<file path="config.mk">
export PLATFORM = sky130hd
export DESIGN_NAME = move_ctrl
export DESIGN_NICKNAME = d
export VERILOG_FILES = /design/src/rtl/move_ctrl.sv
export SDC_FILE = /design/constraint.sdc
export NUM_CORES = 1
export LEC_CHECK = 0
export BUFFER_PORTS_ARGS = -buffer_cell sky130_fd_sc_hd__buf_2
export CAP_MARGIN = 0
export CORE_MARGIN = 1.5
export CORE_UTILIZATION = 35
export DETAILED_ROUTE_END_ITERATION = 8
export HOLD_SLACK_MARGIN = 0.05
export PLACE_DENSITY = 0.48
export SLEW_MARGIN = 10
export SYNTH_ARGS = -nofsm -noshare
export SYNTH_HDL_FRONTEND = slang
export SYNTH_SLANG_ARGS = --single-unit
</file>
<file path="constraint.sdc">
create_clock -name clk -period 3.85 [get_ports clk]
set_input_delay 0.1925 -clock clk [delete_from_list [all_inputs] [get_ports clk]]
set_output_delay 0.1925 -clock clk [all_outputs]
set_load 0.005 [all_outputs]
</file>
<file path="src/rtl/move_ctrl.sv">
// move_ctrl: input sequencer in front of the game FSM. It turns raw
// direction and restart buttons into clean single-cycle commands.
//
// Ports:
//   clk      system clock, all logic on rising edge
//   rst      asynchronous active-low reset
//   btn      raw direction buttons [0]up [1]down [2]left [3]right
//   btn_rst  raw restart button
//   game_s   game FSM state: 00 idle, 01 playing, 10 win, 11 over
//   ste_num  current step count from the game FSM
//   active   one-cycle move command
//   reset    one-cycle restart command
//   dir      direction of the last issued move
//   limit    high while ste_num >= MAX_STEP (registered)
module move_ctrl #(
    parameter int DB_CNT   = 1_000_000,
    parameter int DB_W     = 20,
    parameter int MAX_STEP = 63
) (
    input  logic       clk,
    input  logic       rst,
    input  logic [3:0] btn,
    input  logic       btn_rst,
    input  logic [1:0] game_s,
    input  logic [5:0] ste_num,
    output logic       active,
    output logic       reset,
    output logic [1:0] dir,
    output logic       limit
);

    typedef enum logic [1:0] {
        IDLE,
        READY,
        ISSUE,
        HOLD
    } state_t;

    localparam logic [DB_W-1:0] CNT_TOP = DB_W'(DB_CNT - 1);
    localparam logic [5:0]      LIM     = 6'(MAX_STEP);

    state_t     state;
    state_t     state_n;
    logic [4:0] raw;
    logic [4:0] sync1;
    logic [4:0] sync2;
    logic [4:0] db;
    logic [4:0] db_q;
    logic [4:0] rise;
    logic [3:0] mv_rise;
    logic       rst_rise;
    logic       mv_ok;
    logic       dir_ld;
    logic [1:0] dir_pick;

    assign raw = {btn_rst, btn};

    always_ff @(posedge clk or negedge rst) begin
        if (!rst) begin
            sync1 <= '0;
            sync2 <= '0;
        end else begin
            sync1 <= raw;
            sync2 <= sync1;
        end
    end

    // A level only flips after DB_CNT consecutive cycles of disagreement
    // with the synchronised input; any agreement restarts the count.
    for (genvar i = 0; i < 5; i++) begin : g_db
        logic [DB_W-1:0] cnt;
        logic            lvl;

        always_ff @(posedge clk or negedge rst) begin
            if (!rst) begin
                cnt <= '0;
                lvl <= 1'b0;
            end else if (sync2[i] == lvl) begin
                cnt <= '0;
            end else if (cnt == CNT_TOP) begin
                cnt <= '0;
                lvl <= ~lvl;
            end else begin
                cnt <= cnt + 1'b1;
            end
        end

        assign db[i] = lvl;
    end

    always_ff @(posedge clk or negedge rst) begin
        if (!rst) begin
            db_q  <= '0;
            limit <= 1'b0;
            reset <= 1'b0;
        end else begin
            db_q  <= db;
            limit <= (ste_num >= LIM);
            reset <= rise[4];
        end
    end

    assign rise     = db & ~db_q;
    assign mv_rise  = rise[3:0];
    assign rst_rise = rise[4];
    assign mv_ok    = (game_s == 2'b01) && !limit;

    // Simultaneous rises resolve up > down > left > right.
    always_comb begin
        dir_pick = 2'd0;
        priority case (1'b1)
            mv_rise[0]: dir_pick = 2'd0;
            mv_rise[1]: dir_pick = 2'd1;
            mv_rise[2]: dir_pick = 2'd2;
            mv_rise[3]: dir_pick = 2'd3;
            default:    dir_pick = 2'd0;
        endcase
    end

    always_ff @(posedge clk or negedge rst) begin
        if (!rst) begin
            state <= IDLE;
        end else begin
            state <= state_n;
        end
    end

    // Restart overrides everything, including a move about to issue,
    // so active and reset can never be high in the same cycle.
    always_comb begin
        state_n = state;
        dir_ld  = 1'b0;
        active  = (state == ISSUE);
        if (rst_rise) begin
            state_n = HOLD;
        end else begin
            unique case (state)
                IDLE: begin
                    if (mv_ok) state_n = READY;
                end
                READY: begin
                    if (!mv_ok) begin
                        state_n = IDLE;
                    end else if (|mv_rise) begin
                        state_n = ISSUE;
                        dir_ld  = 1'b1;
                    end
                end
                ISSUE: begin
                    state_n = HOLD;
                end
                HOLD: begin
                    if (~|db[3:0]) state_n = mv_ok ? READY : IDLE;
                end
                default: begin
                    state_n = IDLE;
                end
            endcase
        end
    end

    always_ff @(posedge clk or negedge rst) begin
        if (!rst) begin
            dir <= 2'd0;
        end else if (dir_ld) begin
            dir <= dir_pick;
        end
    end

endmodule
</file>
==> out/metrics.cfg <==
[run_status]
outcome=finished clean

[sta]
post-route-period-util=0.608
setup_violations=0
finalCriticalPeriod_ps=2340
fmax_ghz=0.427
clock_skew_ps=7.02
whs_ps=141
fin_tns_setup_ps=0
rsz0062_at_grt=false
fin_ws_ps=1510
slew_viol_final=0
slew_headroom=0.476
worst_pin_slew_ps=786
finalHoldViolations=0

[placed_design]
dp_hpwl_um=8160
post-place-ws_ps=1510
portBuffers=19
place.gp.congestion=0.776

[power]
power_density_nw_per_um2=453
ir_worst_vdd_mv=0.309
leakage_nw=2.83
p_total_w=0.00319

[routing]
wl_per_cell_um=14.0
drc=0
vias=4427
viasPerCell=5.09
drt_iter0_drc=258
wl_um=12100
ant_nets=0
drt_first_pass_iters=4

[synthesis]
async_reset_ff_frac=1.00
synth.cell_area_um2=5940
yosysSeqAreaShare=0.531
syn-mean-instance-area_um2=9.94
synth_fp_nets=618
yosys_warnings=0
synthFlopType=dfrtp_1
netlist_instances=598
yosys_register_bits=126
synth_cell_type_count=39
synth_edf_count=0

[clock_network]
cts_max_path_buffers=2
cts.sinks=126
htree_num_levels=4
cts-root-buf=clkbuf_16
path_clk_slew_ps=60
cts_tree=built
cts_buffers=17
cts-resized-gates=0
post_cts_buffers=0
clock_latency_ps=420

[cells_and_area]
multi_input_comb_area_um2=2650
nNetsFinal=656
diodes=0
drive_above_1_share=0.119
synthToLayoutAreaGrowth_pct=18.5
fillers=1596
regArea_um2=3150

[floorplanning]
die_area_um2=17800
row_count=47
ioPinCount=20
die-height_um=133
die-width_um=133
core_um2=16600
initial_core_util=0.358

[critical_path]
cp-end-kind=flop
start_kind=flop
path_class=flop to flop
path_max_fanout=12
required_ps=4150
critPathArrivalTime_ps=2640

[grt]
grt_pass1_wl_um=21300
grt_pass1_vias=4421
grt-ovfl-total=0
grt_antenna_before_repair=0
grt.total_usage=0.149
grt_max_degree=61

[hold_path]
min-delay-path-class=primary input to flop

[run]
maxCapViolations=0

[worst paths after layout]
check | start | endpoint | slack, ps | cells past startpoint
worst max register to register | g_db[3].cnt[16]$_DFF_PN0_ | g_db[3].cnt[3]$_DFF_PN0_ | 1510 | 5
worst min-delay path | game_s[1] | state[0]$_DFFE_PN0P_ | 140 | 4
worst min register to register | sync1[4]$_DFF_PN0_ | sync2[4]$_DFF_PN0_ | 350 | 0
min in group asynchronous | rst | g_db[2].cnt[18]$_DFF_PN0_ | 400 | 2
max in group asynchronous | rst | g_db[2].lvl$_DFFE_PN0P_ | 2590 | 3
worst max-delay path | g_db[3].cnt[16]$_DFF_PN0_ | g_db[3].cnt[3]$_DFF_PN0_ | 1510 | 5
[sequential cells by signal (all words and copies together), names as in the netlist]
| signal | cells |
|---|---|
| db_q | 5 |
| limit | 1 |
| sync1 | 5 |
| sync2 | 5 |
| g_db.lvl | 5 |
| dir | 2 |
| g_db.cnt | 100 |
| reset | 1 |
| state | 2 |
[cells in the mapped netlist, types with 8 or more instances]
library cell	count	area share
dfrtp_1	126	0.53
nor2_1	81	0.051
nand3_1	39	0.033
xnor2_1	38	0.056
a21oi_1	33	0.028
nand2_1	29	0.018
xor2_1	28	0.041
nand4_1	26	0.027
inv_1	22	0.014
nor3_1	21	0.018
nor4_1	17	0.018
o21ai_0	16	0.013
or4_1	16	0.020
o31ai_1	15	0.019
or3_1	13	0.014
and3_1	9	0.0095
clkbuf_1	9	0.0057
nor2b_1	8	0.0084
[power by group]
group	switching (W)	internal, W
registers	0.0000171	0.00134
clock network	0.000636	0.00110
logic	0.0000627	0.0000327
total	0.000716	0.00247
[cell families (layout without fill, tap and decap cells)]
group | count (synthesis) | after routing | share of synthesized area
and+or+nand+nor | 287 | 287 | 0.256
DFF | 126 | 126 | 0.531
AOI/OAI and AO/OA | 69 | 69 | 0.0678
xor gates and xnor gates | 66 | 66 | 0.0973
buffers and inverters | 39 | 90 | 0.0263
muxes | 6 | 6 | 0.0114
adders and majority gates | 5 | 5 | 0.0105
[per-layer routing]
metal,up-vias,track usage,share of wire
li1,2198,-,-
met1,2157,0.195,0.49
met2,61,0.235,0.47
met3,11,0.0464,0.030
met4,0,0.0537,0.011
met5,-,0,0
[layout make-up]
cell class	count	share of cell area
sequential	126	0.448
multi-input combinational	433	0.376
clock buffer	18	0.0609
tap	220	0.0391
timing repair buffer	36	0.0352
clock inverter	14	0.0295
inverter	22	0.0117
[through the flow]
step / instance area (um^2) / instances / util
after floorplan: 5940 / 598 / -
after global placement: 6320 / 828 / 0.381
after detailed placement: 6320 / 828 / 0.381
after CTS: 7040 / 869 / 0.425
after global routing: 7040 / 869 / 0.425
final: 7040 / 869 / 0.425
[layout by cell type (no fill, tap or decap), types with 5 or more instances in the layout]
cell	netlist	final
mux2_2	6	6
clkbuf_16	0	17
or4_1	16	16
xor2_1	28	28
or3_1	13	13
o21ai_0	16	15
xnor2_1	38	38
ha_1	5	5
dlygate4sd3_1	0	9
nand4_1	26	26
nand2_1	29	29
nor2_1	81	81
buf_2	7	18
nor2b_1	8	8
buf_4	0	9
nor3_1	21	21
and3_1	9	9
nor4_1	17	17
inv_1	22	22
nand3_1	39	39
a21oi_1	33	33
o31ai_1	15	12
dfrtp_1	126	126
[worst max-delay path, cell delays in order (launching register included)]
cell	delay, ps
dfrtp_1	400
nand3_1	130
or4b_2	680
o31ai_2	640
buf_4	300
nor2_1	70
[repair_timing]
action / CTS / global route
hold buffers: 9 / 0
endpoints found under the hold margin: 63 / 0
endpoints found under the setup margin: 0 / 0
No activity file was read; power rests on OpenSTA's default activity.
